File: src/rtl/freelist_alloc_ctrl.sv
`default_nettype none
// ============================================================================
// Module   : freelist_alloc_ctrl
// Brief    : Dispatch-to-Freelist allocation controller with in-order grant,
//            registered rename output stage and mispredict recovery sequencing.
// Revision : 1.0 - initial release
// ============================================================================
`ifndef PR
`define PR 6
`endif

module freelist_alloc_ctrl #(
    parameter int INIT_CYCLES = 2,
    parameter int RECOVER_LAT = 3,
    parameter int PR_W        = `PR,
    parameter int STALL_CNT_W = 16
) (
    input  logic                   clock,
    input  logic                   reset,
    input  logic [2:0]             disp_valid,
    input  logic [2:0]             disp_needs_dest,
    output logic [2:0]             disp_grant,
    input  logic [2:0][PR_W-1:0]   FreeReg,
    input  logic [2:0]             FreeRegValid,
    output logic [2:0]             DispatchEN,
    output logic                   BPRecoverEN,
    input  logic                   recover_req,
    output logic                   alloc_valid,
    input  logic                   alloc_ready,
    output logic [2:0]             alloc_slot_en,
    output logic [2:0][PR_W-1:0]   alloc_preg,
    output logic                   recover_busy,
    output logic [STALL_CNT_W-1:0] stall_cycles
);

    localparam int         c_CNT_W      = 8;
    localparam logic [1:0] c_ST_INIT    = 2'd0;
    localparam logic [1:0] c_ST_RUN     = 2'd1;
    localparam logic [1:0] c_ST_RECOVER = 2'd2;

    logic [1:0]             r_state;
    logic [c_CNT_W-1:0]     r_cnt;
    logic                   r_bpRecover;
    logic                   r_allocValid;
    logic [2:0]             r_slotEn;
    logic [2:0][PR_W-1:0]   r_preg;
    logic [STALL_CNT_W-1:0] r_stall;

    logic                   w_flush;
    logic                   w_canIssue;
    logic [1:0]             w_freeCnt;
    logic [1:0]             w_used;
    logic                   w_open;
    logic                   w_need;
    logic [2:0]             w_grant;
    logic [2:0][PR_W-1:0]   w_preg;
    logic [2:0]             w_popEn;

    assign w_flush    = recover_req && (r_state != c_ST_INIT);
    assign w_canIssue = !r_allocValid || alloc_ready;

    // In-order prefix grant; the n-th dest-needing slot takes the n-th free tag.
    always_comb begin
        w_freeCnt = FreeRegValid[0] ? (FreeRegValid[1] ? (FreeRegValid[2] ? 2'd3 : 2'd2) : 2'd1) : 2'd0;
        w_grant   = 3'b000;
        w_preg    = '0;
        w_used    = 2'd0;
        w_need    = 1'b0;
        w_open    = (r_state == c_ST_RUN) && w_canIssue;
        for (int k = 0; k < 3; k++) begin
            w_need = disp_valid[k] & disp_needs_dest[k];
            if (w_open && disp_valid[k] &&
                (({1'b0, w_used} + {2'b00, w_need}) <= {1'b0, w_freeCnt})) begin
                w_grant[k] = 1'b1;
                if (w_need) begin
                    w_preg[k] = FreeReg[w_used];
                    w_used    = w_used + 2'd1;
                end
            end else begin
                w_open = 1'b0;
            end
        end
        case (w_used)
            2'd1:    w_popEn = 3'b001;
            2'd2:    w_popEn = 3'b011;
            2'd3:    w_popEn = 3'b111;
            default: w_popEn = 3'b000;
        endcase
    end

    always_ff @(posedge clock or negedge reset) begin
        if (!reset) begin
            r_state     <= c_ST_INIT;
            r_cnt       <= c_CNT_W'(INIT_CYCLES);
            r_bpRecover <= 1'b0;
        end else begin
            r_bpRecover <= 1'b0;
            if (w_flush) begin
                r_state     <= c_ST_RECOVER;
                r_cnt       <= c_CNT_W'(RECOVER_LAT);
                r_bpRecover <= 1'b1;
            end else if (r_state != c_ST_RUN) begin
                // Leave on the edge where the count reaches zero.
                if (r_cnt <= c_CNT_W'(1)) begin
                    r_state <= c_ST_RUN;
                end
                if (r_cnt != '0) begin
                    r_cnt <= r_cnt - c_CNT_W'(1);
                end
            end
        end
    end

    always_ff @(posedge clock or negedge reset) begin
        if (!reset) begin
            r_allocValid <= 1'b0;
            r_slotEn     <= 3'b000;
            r_preg       <= '0;
        end else if (w_flush) begin
            r_allocValid <= 1'b0;
        end else if (|w_grant) begin
            r_allocValid <= 1'b1;
            r_slotEn     <= w_grant;
            r_preg       <= w_preg;
        end else if (alloc_ready) begin
            r_allocValid <= 1'b0;
        end
    end

    always_ff @(posedge clock or negedge reset) begin
        if (!reset) begin
            r_stall <= '0;
        end else if ((|disp_valid) && (w_grant != disp_valid) && (r_stall != '1)) begin
            r_stall <= r_stall + STALL_CNT_W'(1);
        end
    end

    assign disp_grant    = w_grant;
    assign DispatchEN    = w_popEn;
    assign BPRecoverEN   = r_bpRecover;
    assign alloc_valid   = r_allocValid;
    assign alloc_slot_en = r_slotEn;
    assign alloc_preg    = r_preg;
    assign recover_busy  = (r_state == c_ST_RECOVER);
    assign stall_cycles  = r_stall;

endmodule
`default_nettype wire

File: config.mk
export PLATFORM = sky130hd
export DESIGN_NAME = freelist_alloc_ctrl
export DESIGN_NICKNAME = d
export VERILOG_FILES = /design/src/rtl/freelist_alloc_ctrl.sv
export SDC_FILE = /design/constraint.sdc
export NUM_CORES = 1
export LEC_CHECK = 0
export BUFFER_PORTS_ARGS = -buffer_cell sky130_fd_sc_hd__buf_2
export CAP_MARGIN = 15
export CORE_MARGIN = 2
export CORE_UTILIZATION = 33
export CTS_CLUSTER_DIAMETER = 50
export DETAILED_ROUTE_END_ITERATION = 8
export GPL_TIMING_DRIVEN = 0
export PLACE_DENSITY_LB_ADDON = 0.05
export SKIP_CTS_REPAIR_TIMING = 1
export SLEW_MARGIN = 20
export SYNTH_ARGS = -nofsm -noshare
export SYNTH_HDL_FRONTEND = slang
export SYNTH_SLANG_ARGS = --single-unit
File: constraint.sdc
create_clock -name clock -period 11.3 [get_ports clock]
set_input_delay 2.26 -clock clock [delete_from_list [all_inputs] [get_ports clock]]
set_output_delay 2.26 -clock clock [all_outputs]
set_load 0.02 [all_outputs]
==> impl_metrics.yaml, run 1 <==
sta:
  relSlewSlack_pct: 56.7
  drv_slew: 0
  setup_violations: 0
  layout_min_cycle_time_ns: 9.50
  fin_setup_tns_ns: 0
  skew_ns: 0.00690
  finalHoldViolCount: 0
  tightest_slew_ns: 0.649
  fin_ws_ns: 1.80
  fin_crit_sh_pct: 84.1
  fmax_mhz: 105
  rsz0062_at_grt: "no"
power:
  pwr-share-comb_pct: 35.1
  pwr_density_cell_nw_per_um2: 198
  power.switching_uw: 265
  sw_frac_of_total_pct: 39.5
  leakage_nw: 1.70
  irDropWorstVdd_mv: 0.0888
  seq_power_share_pct: 41.8
  pwr-share-clk_pct: 23.1
  p_int_uw: 406
global_route:
  grt_max_degree: 50
  busiest_layer: "met2"
  grtUsageTotal_pct: 16.8
  first_global_vias: 2229
  use_met1_pct: 24.3
  grt-ovfl-total: 0
  grt_pass1_wl_um: 11700
  globalRouteMet3Util_pct: 2.85
  gr-usage-met2_pct: 26.2
  grt_antenna_before_repair: 0
placed_design:
  gp_congestion: 0.757
  io_buffer_count: 75
  hpwl_um: 5240
  pre_cts_slack_ns: 1.77
yosys:
  ys.flop_type: "dfrtp_1"
  async_flop_share_pct: 100
  synth_top_family_by_area: "simple AND/OR/NAND/NOR gates"
  synth_mux_area_share_pct: 3.02
  synth_xor_xnor_area_share_pct: 7.35
  synth_area_per_cell_um2: 9.75
  synth_seq_cells: 49
  synthSimpleGateAreaFrac_pct: 23.9
  seq_area_frac_synth_pct: 44.8
  yosysTopAreaCellShare_pct: 43.9
  syn_inst: 281
  yosys.area.top_type: "dfrtp_1"
  synth_fa_ha_area_share_pct: 4.84
  synth_enable_flop_cells: 0
  synthTopCellsByArea: "dfrtp_1, nand2_1, xor2_1"
  synth_nets: 322
  yosys_warnings: 0
  netlist_area_um2: 2740
  synthDistinctLibCells: 49
  synth_compound_area_share_pct: 11.4
worst_setup_path:
  worst-endpoint-required_ns: 9.04
  crit_arrival_ns: 7.24
  path_max_fanout: 10
  endpoint_kind: "output port"
  path_class: "input port to output port"
  worstRegToRegCells: 20
  cp-start-kind: "input port"
cts:
  h-tree-depth: 2
  clk_pin_slew_ns: 0.10
  tritoncts: "built"
  clkSinkCount: 49
  clk_path_buf_depth: 2
  clock_tree.root_cell: "clkbuf_8"
  worstSkewPairLatency_ns: 0.31
  cts_buffers: 5
die:
  fp.dieH_um: 95.1
  row_count: 33
  die_width_um: 95.1
  start_util_pct: 33.7
  core_area_um2: 8130
  ios: 77
  dieArea_um2: 9040
route:
  routed-via-count: 2256
  first_iter_violations: 66
  ant_nets: 0
  vias_per_cell: 4.81
  drt_wl_total_um: 7140
  wire_per_inst_um: 15.2
  first_pass_iters: 4
  drc_errors: 0
final_layout:
  drive_above_1_share_pct: 30.2
  multi_input_area_um2: 1380
  area_delta_synth_final_pct: 23.6
  antennaDiodeCount: 0
  seqCellArea_um2: 1230
  fill_cells: 856
  finalNetCount: 404
worst_hold_path:
  min_path_cells: 1
  hold_path_class: "register to register"
status:
  status: "completed"
flow_run:
  maxCapViolCount: 0
[through the flow]
step | hold WS, ns | cell area [µm²] | util (%) | instances | power, mW
after floorplan | 0.496 | 2740 | - | 281 | 0.437
after global placement | 0.450 | 3250 | 39.9 | 461 | 0.520
after detailed placement | 0.454 | 3250 | 39.9 | 461 | 0.522
after CTS | 0.480 | 3390 | 41.6 | 469 | 0.679
after global routing | 0.508 | 3390 | 41.6 | 469 | 0.730
final | 0.472 | 3390 | 41.6 | 469 | 0.671
[kinds of logic after synthesis]
family | count (synthesis)
xor+xnor | 23
fa+ha+maj | 10
buf+inv | 22
compound gates | 43
mux | 8
simple gates | 126
flops | 49
[metal layers]
metal  routed length (µm)  share of wire, %  vias up
met5                    0                 0        -
met1                 3600                50     1070
met3                  286               4.0        6
li1                     -                 -     1141
met4                   68              0.95        0
met2                 3180                45       39
[layout by cell type (no fill, tap or decap), types with 4 or more instances in the layout]
cell type / count
nor4_2: 5
nor4_1: 4
xnor2_1: 5
buf_2: 76
nand3_1: 9
nor3_1: 17
ha_1: 9
o31ai_2: 6
nor2_1: 18
nand4_1: 4
xor2_1: 18
mux2i_1: 6
clkbuf_8: 5
inv_1: 11
dfrtp_1: 48
nand2_1: 48
o21ai_1: 8
a21oi_1: 4
o21ai_0: 14
[cell type report]
type | count | share of cell area [%]
multi-input cells | 210 | 40.9
flip-flops and latches | 49 | 36.3
repair buffers | 75 | 11.2
well taps | 105 | 3.88
clock buffers | 5 | 2.03
clock inverters | 3 | 2.03
plain buffers | 9 | 1.96
inverters | 13 | 1.81
[worst paths after layout]
check / to / from / slack, ns
worst max-delay path: DispatchEN[0] / FreeRegValid[0] / 1.80
min in group asynchronous: alloc_preg[6] / reset / 1.96
worst min-delay path: alloc_slot_en[0] / alloc_slot_en[0] / 0.47
worst min register to register: alloc_slot_en[0] / alloc_slot_en[0] / 0.47
worst max register to register: stall_cycles[6] / r_state[1] / 6.52
max in group asynchronous: r_cnt[4] / reset / 8.89
[worst max-delay path: stages]
cell	delay (ns)
buf_2	0.10
a21boi_0	0.40
ha_1	0.32
a211o_1	0.28
nand4_1	0.12
buf_6	0.18
nor2_1	0.07
ha_1	0.27
nor2b_1	0.13
o21ai_1	0.35
nor4b_1	0.42
nor2_2	0.18
inv_2	0.19
ha_1	0.21
inv_1	0.06
fa_1	0.46
nor2_1	0.12
nand2_1	0.07
a21bo_2	0.25
nor2_1	0.24
a21oi_1	0.11
a211o_1	0.27
buf_2	0.15
[state kept, by name (all words and copies together), names as in the netlist]
signal         cells
r_state            2
stall_cycles      16
alloc_valid        1
BPRecoverEN        1
r_cnt              8
alloc_slot_en      3
alloc_preg        18
[power by group through the flow]
stage | logic (mW) | clock network, mW | registers (mW)
2_1_floorplan | 0.118 | 0 | 0.319
6_report | 0.236 | 0.155 | 0.281
3_3_place_gp | 0.237 | 0 | 0.283
3_5_place_dp | 0.239 | 0 | 0.284
4_1_cts | 0.239 | 0.159 | 0.281
5_1_grt | 0.271 | 0.168 | 0.291
[cell usage after synthesis (all sizes together) (2+ instances only)]
cell	instances
nand3	10
mux2	2
nor4b	3
nand2b	3
clkbuf	3
nand4	4
nor2b	3
mux2i	6
nor4	9
buf	6
a31oi	2
and4	2
a21oi	4
a211o	2
ha	9
nor3	18
xnor2	5
o21ai	22
o31ai	7
nor2	19
and3	3
inv	12
nand2	48
dfrtp	48
xor2	18
Note: power is estimated with default switching activity, not from simulation.
==> inputs of run 2 (changes only) <==
--- a/config.mk
+++ b/config.mk
@@ -5,6 +5,7 @@
 export SDC_FILE = /design/constraint.sdc
 export NUM_CORES = 1
 export LEC_CHECK = 0
+export ABC_AREA = 1
 export BUFFER_PORTS_ARGS = -buffer_cell sky130_fd_sc_hd__buf_2
 export CAP_MARGIN = 15
 export CORE_MARGIN = 2
==> constraint.sdc (replaced) <==
create_clock -name clock -period 8.1 [get_ports clock]
set_input_delay 1.62 -clock clock [delete_from_list [all_inputs] [get_ports clock]]
set_output_delay 1.62 -clock clock [all_outputs]
set_load 0.02 [all_outputs]
==> run 2 against run 1 <==
  * Sequential power rose by 21%
  * Register-to-register slack lost 2.7 ns
  * Clock skew fell by 0.0020 ns
  * Design area up 5.0%
  * Sequential share of layout area fell by 1.7 points
  * Total power up 13%
  * Critical endpoint is now DispatchEN[2]
  * Wire length up 4.2%
  * Worst setup slack worse by 1.2 ns
==> impl_metrics.yaml, run 2 <==
status:
  status: "completed"
worst_setup_path:
  path_class: "input port to output port"
  crit_start: "FreeRegValid[1]"
  rr_endpoint: "stall_cycles[6]"
  reg2reg_slack_ns: 3.84
  crit_arrival_ns: 5.84
  cp-start-kind: "input port"
  path_max_fanout: 8
  worstRegToRegCells: 25
  crit_end: "DispatchEN[2]"
  endpoint_kind: "output port"
  worst-endpoint-required_ns: 6.48
  r2r-start: "r_state[1]"
route:
  routed-via-count: 2688
  first_pass_iters: 4
  drt_wl_total_um: 7440
  wire_per_inst_um: 13.0
  ant_nets: 0
  first_iter_violations: 74
  drc_errors: 0
  vias_per_cell: 4.70
die:
  start_util_pct: 33.9
  row_count: 34
  fp.dieH_um: 98.5
  core_area_um2: 8680
  die_width_um: 98.5
  ios: 77
  dieArea_um2: 9700
placed_design:
  gp_congestion: 0.798
  hpwl_um: 5680
  io_buffer_count: 75
yosys:
  synth_area_per_cell_um2: 7.73
  ys.flop_type: "dfrtp_1"
  netlist_area_um2: 2950
  synthTopCellsByCount: "nand2_1, nand3_1, dfrtp_1, nor2_1, inv_1"
  async_flop_share_pct: 100
  synthDistinctLibCells: 35
  seq_area_frac_synth_pct: 41.7
  synth_seq_cells: 49
  syn_inst: 381
  yosys.area.top_type: "dfrtp_1"
  synth_enable_flop_cells: 0
  yosysTopAreaCellShare_pct: 40.8
  synthTopCellsByArea: "dfrtp_1, nand2_1, nand3_1"
  yosysMostFrequentCell: "nand2_1"
  synth_nets: 422
  yosys_warnings: 0
final_layout:
  final_common_cell: "nand2_1"
  finalNetCount: 504
  fill_cells: 950
  largest_register_ff_count: 18
  antennaDiodeCount: 0
  drive_above_1_share_pct: 24.1
  multi_input_area_um2: 1550
  area_delta_synth_final_pct: 20.7
  layout.cells.most_common_list: "nand2_1, buf_2, nand3_1, dfrtp_1, nor2_1"
  seqCellArea_um2: 1230
sta:
  tightest_slew_ns: 0.642
  drv_slew: 0
  finalHoldViolCount: 0
  rsz0062_at_grt: "no"
  setup_violations: 0
  relSlewSlack_pct: 57.2
  layout_min_cycle_time_ns: 7.46
  fin_crit_sh_pct: 92.2
  fmax_mhz: 134
  fin_setup_tns_ns: 0
  skew_ns: 0.00492
cts:
  clk_pin_slew_ns: 0.10
  worstSkewPairLatency_ns: 0.31
  cts_buffers: 5
  clkSinkCount: 49
  clock_tree.root_cell: "clkbuf_8"
  tritoncts: "built"
  h-tree-depth: 2
  clk_path_buf_depth: 2
flow_run:
  maxCapViolCount: 0
global_route:
  first_global_vias: 2726
  grtUsageTotal_pct: 16.1
  grt_antenna_before_repair: 0
  grt_max_degree: 50
  grt_pass1_wl_um: 12800
  grt-ovfl-total: 0
power:
  irDropWorstVdd_mv: 0.0856
  p_total_uw: 760
  leakage_nw: 2.04
  pwr_density_cell_nw_per_um2: 214
worst_hold_path:
  hold_path_class: "register to register"
  hold_path_startpoint: "alloc_preg[5]"
==> run 2: where the power goes <==
part	internal, mW	total (mW)	switching (mW)
registers	0.296	0.339	0.0432
clock network	0.0696	0.160	0.0903
logic	0.0932	0.261	0.168
==> run 2: cells by family after synthesis <==
family	Yosys count	share of synthesized area (%)
simple gates	230	36.2
flops	49	41.7
buf+inv	42	5.86
compound gates	30	5.57
xor+xnor	14	4.16
fa+ha+maj	10	4.50
mux	6	2.04
==> run 2: worst min-delay path by stage <==
| stage | endpoint | depth (start not counted) |
|---|---|---|
| floorplan | r_cnt[3] | 1 |
| global placement | alloc_preg[5] | 2 |
| detailed placement | alloc_preg[14] | 2 |
| CTS | alloc_preg[5] | 2 |
| global route | alloc_preg[14] | 2 |
| finish | alloc_preg[5] | 2 |
==> run 2: critical path, stage by stage <==
cell and delay (ns):
buf_2 0.10, a21boi_0 0.36, ha_1 0.22, nor2_1 0.04, nand2_1 0.15, nand4_2 0.34
nand2_2 0.18, nand2_1 0.09, ha_1 0.18, o21ai_0 0.15, nand2_1 0.10, nand2_1 0.19
nand3_1 0.30, nand2_2 0.19, ha_1 0.19, inv_1 0.06, fa_1 0.47, inv_1 0.05
nand2_1 0.05, o21ai_0 0.06, nand2_1 0.10, nand3_1 0.10, nor2_1 0.14, nand2_1 0.09
nand2_1 0.08, nand2_1 0.05, inv_1 0.04, buf_2 0.15
==> run 2: through the flow <==
stage	instance area [µm²]	hold WS, ns	worst slack, ns	std cells	util (%)
5_1_grt	3550	0.521	0.216	572	41.0
3_3_place_gp	3460	0.462	0.609	564	39.8
2_1_floorplan	2950	0.457	1.11	381	-
4_1_cts	3550	0.490	0.585	572	41.0
3_5_place_dp	3460	0.460	0.601	564	39.9
6_report	3550	0.487	0.635	572	41.0
==> run 2: final cells by class <==
cell class | count | area share (%)
clock buffer | 6 | 2.32
sequential | 49 | 34.5
inverter | 35 | 3.70
buffer | 7 | 1.16
tap | 108 | 3.80
timing repair buffer | 75 | 10.6
clock inverter | 2 | 0.387
multi-input combinational | 290 | 43.5
==> run 2: layer usage <==
metal | vias up | routed length (µm) | GRT usage [%]
met2 | 59 | 3500 | 27.8
li1 | 1391 | - | -
met4 | 0 | 55 | 3.16
met5 | - | 0 | 0
met3 | 4 | 427 | 4.40
met1 | 1234 | 3450 | 20.3
==> inputs of run 3 (changes only) <==
--- a/config.mk
+++ b/config.mk
@@ -5,7 +5,6 @@
 export SDC_FILE = /design/constraint.sdc
 export NUM_CORES = 1
 export LEC_CHECK = 0
-export ABC_AREA = 1
 export BUFFER_PORTS_ARGS = -buffer_cell sky130_fd_sc_hd__buf_2
 export CAP_MARGIN = 15
 export CORE_MARGIN = 2
@@ -13,7 +12,7 @@
 export CTS_CLUSTER_DIAMETER = 50
 export DETAILED_ROUTE_END_ITERATION = 8
 export GPL_TIMING_DRIVEN = 0
-export PLACE_DENSITY_LB_ADDON = 0.05
+export PLACE_DENSITY = 0.64
 export SKIP_CTS_REPAIR_TIMING = 1
 export SLEW_MARGIN = 20
 export SYNTH_ARGS = -nofsm -noshare
==> run 3 against run 2 <==
  * Clock-buffer cell count unchanged
  * Register-to-register slack worse by 0.24 ns
  * Cell count is 18% lower
  * Non-clock buffer count grew 2
  * Sequential power is 15% higher
  * Utilization up 0.79 points
  * Sequential share of layout area increased by 1.6 points
  * Global-route usage shrank 0.96 points
  * Largest power group unchanged
==> impl_metrics.yaml, run 3 (same netlist as run 1, synthesis figures left out) <==
sta:
  fin_ws_ns: 0.409
  drv_slew: 0
  skew_ns: 0.00770
  tightest_slew_ns: 0.658
  relSlewSlack_pct: 56.1
  fin_setup_tns_ns: 0
  layout_min_cycle_time_ns: 7.69
  fin_crit_sh_pct: 95.0
  finalHoldViolCount: 0
  setup_violations: 0
  fmax_mhz: 130
  rsz0062_at_grt: "no"
worst_setup_path:
  path_class: "input port to output port"
  worstRegToRegCells: 19
  rr_endpoint: "stall_cycles[14]"
  r2r-start: "r_state[1]"
  cp-start-kind: "input port"
  endpoint_kind: "output port"
  crit_arrival_ns: 6.07
  reg2reg_slack_ns: 3.60
  worst-endpoint-required_ns: 6.48
  path_max_fanout: 10
final_layout:
  final_util_pct: 41.7
  drive_above_1_share_pct: 31.0
  finalNetCount: 404
  area_delta_synth_final_pct: 24.0
  final_common_cell: "buf_2"
  finalInstanceArea_um2: 3400
  antennaDiodeCount: 0
  largest_register_ff_count: 18
  fill_cells: 812
  layout.cells.most_common_list: "buf_2, dfrtp_1, nand2_1, nor2_1, xor2_1"
route:
  vias_per_cell: 5.02
  wire_per_inst_um: 14.3
  drt_wl_total_um: 6720
  ant_nets: 0
  first_pass_iters: 4
  routed-via-count: 2355
  first_iter_violations: 74
  drc_errors: 0
die:
  die_width_um: 95.1
  dieArea_um2: 9040
  row_count: 33
  ios: 77
  core_area_um2: 8130
  fp.dieH_um: 95.1
  start_util_pct: 33.7
cts:
  h-tree-depth: 2
  clk_pin_slew_ns: 0.09
  clkSinkCount: 49
  tritoncts: "built"
  clock_tree.root_cell: "clkbuf_8"
  worstSkewPairLatency_ns: 0.30
  cts_buffers: 5
  clk_path_buf_depth: 2
placed_design:
  io_buffer_count: 75
  hpwl_um: 4910
  pre_cts_slack_ns: -0.118
  gp_congestion: 0.814
  place_area_um2: 3250
flow_run:
  maxCapViolCount: 0
power:
  p_total_uw: 905
  pwr_density_cell_nw_per_um2: 267
  irDropWorstVdd_mv: 0.155
  leakage_nw: 1.70
global_route:
  grt_antenna_before_repair: 0
  grt-ovfl-total: 0
  first_global_vias: 2201
  grt_max_degree: 50
  grt_pass1_wl_um: 10800
  grtUsageTotal_pct: 15.1
worst_hold_path:
  min_path_cells: 1
  hold_path_startpoint: "alloc_slot_en[0]"
  hold_path_class: "register to register"
  whs_endpoint: "alloc_slot_en[0]"
status:
  status: "completed"
==> run 3: worst max-delay path by stage <==
stage / startpoint / endpoint / slack, ns / depth (start not counted)
after floorplan: FreeRegValid[2] / DispatchEN[0] / 0.45 / 22
after global placement: FreeRegValid[0] / DispatchEN[0] / -0.03 / 23
after detailed placement: FreeRegValid[0] / DispatchEN[0] / -0.12 / 23
after CTS: FreeRegValid[0] / DispatchEN[0] / -0.14 / 23
after global routing: FreeRegValid[2] / DispatchEN[0] / 0.08 / 24
final: FreeRegValid[2] / DispatchEN[0] / 0.41 / 24
==> run 3: final cells by class <==
type | count | area, µm² | area share, %
well taps | 105 | 131 | 3.87
plain buffers | 9 | 66.3 | 1.95
inverters | 13 | 61.3 | 1.81
clock inverters | 2 | 37.5 | 1.11
flip-flops and latches | 49 | 1230 | 36.1
repair buffers | 75 | 378 | 11.1
multi-input cells | 210 | 1410 | 41.6
clock buffers | 6 | 82.6 | 2.43
==> run 3: routing by layer <==
layer / wire (µm) / up-vias / track usage [%]
met5: 0 / - / 0
met4: 83 / 0 / 4.11
met3: 510 / 9 / 4.19
met2: 2990 / 78 / 22.8
met1: 3140 / 1128 / 21.2
li1: - / 1140 / -
==> run 3: worst max-delay path, cell delays in order <==
cell and delay (ns):
buf_2 0.07, inv_1 0.05, a21boi_2 0.21, ha_1 0.26, a211o_1 0.27, nand4_1 0.13, buf_6 0.18, nor2_1 0.07
ha_1 0.28, nor2b_1 0.15, o21ai_2 0.24, nor4b_4 0.31, nor2_4 0.11, inv_2 0.17, ha_1 0.20, inv_1 0.05
fa_1 0.46, nor2_1 0.12, nand2_1 0.08, a21bo_2 0.24, nor2_1 0.27, a21oi_1 0.12, a211o_1 0.26, buf_2 0.16
==> run 3: metrics by stage <==
step / hold slack (ns) / instances
final: 0.468 / 469
after global routing: 0.484 / 469
after CTS: 0.480 / 469
after detailed placement: 0.454 / 461
after global placement: 0.453 / 461
after floorplan: 0.496 / 281
==> run 3: report_power, final <==
group	switching (mW)	internal (mW)	total, mW	leakage [nW]
clock network	0.0850	0.101	0.186	0.0574
registers	0.0738	0.318	0.391	0.622
logic	0.202	0.126	0.328	1.02
total	0.361	0.544	0.905	1.70
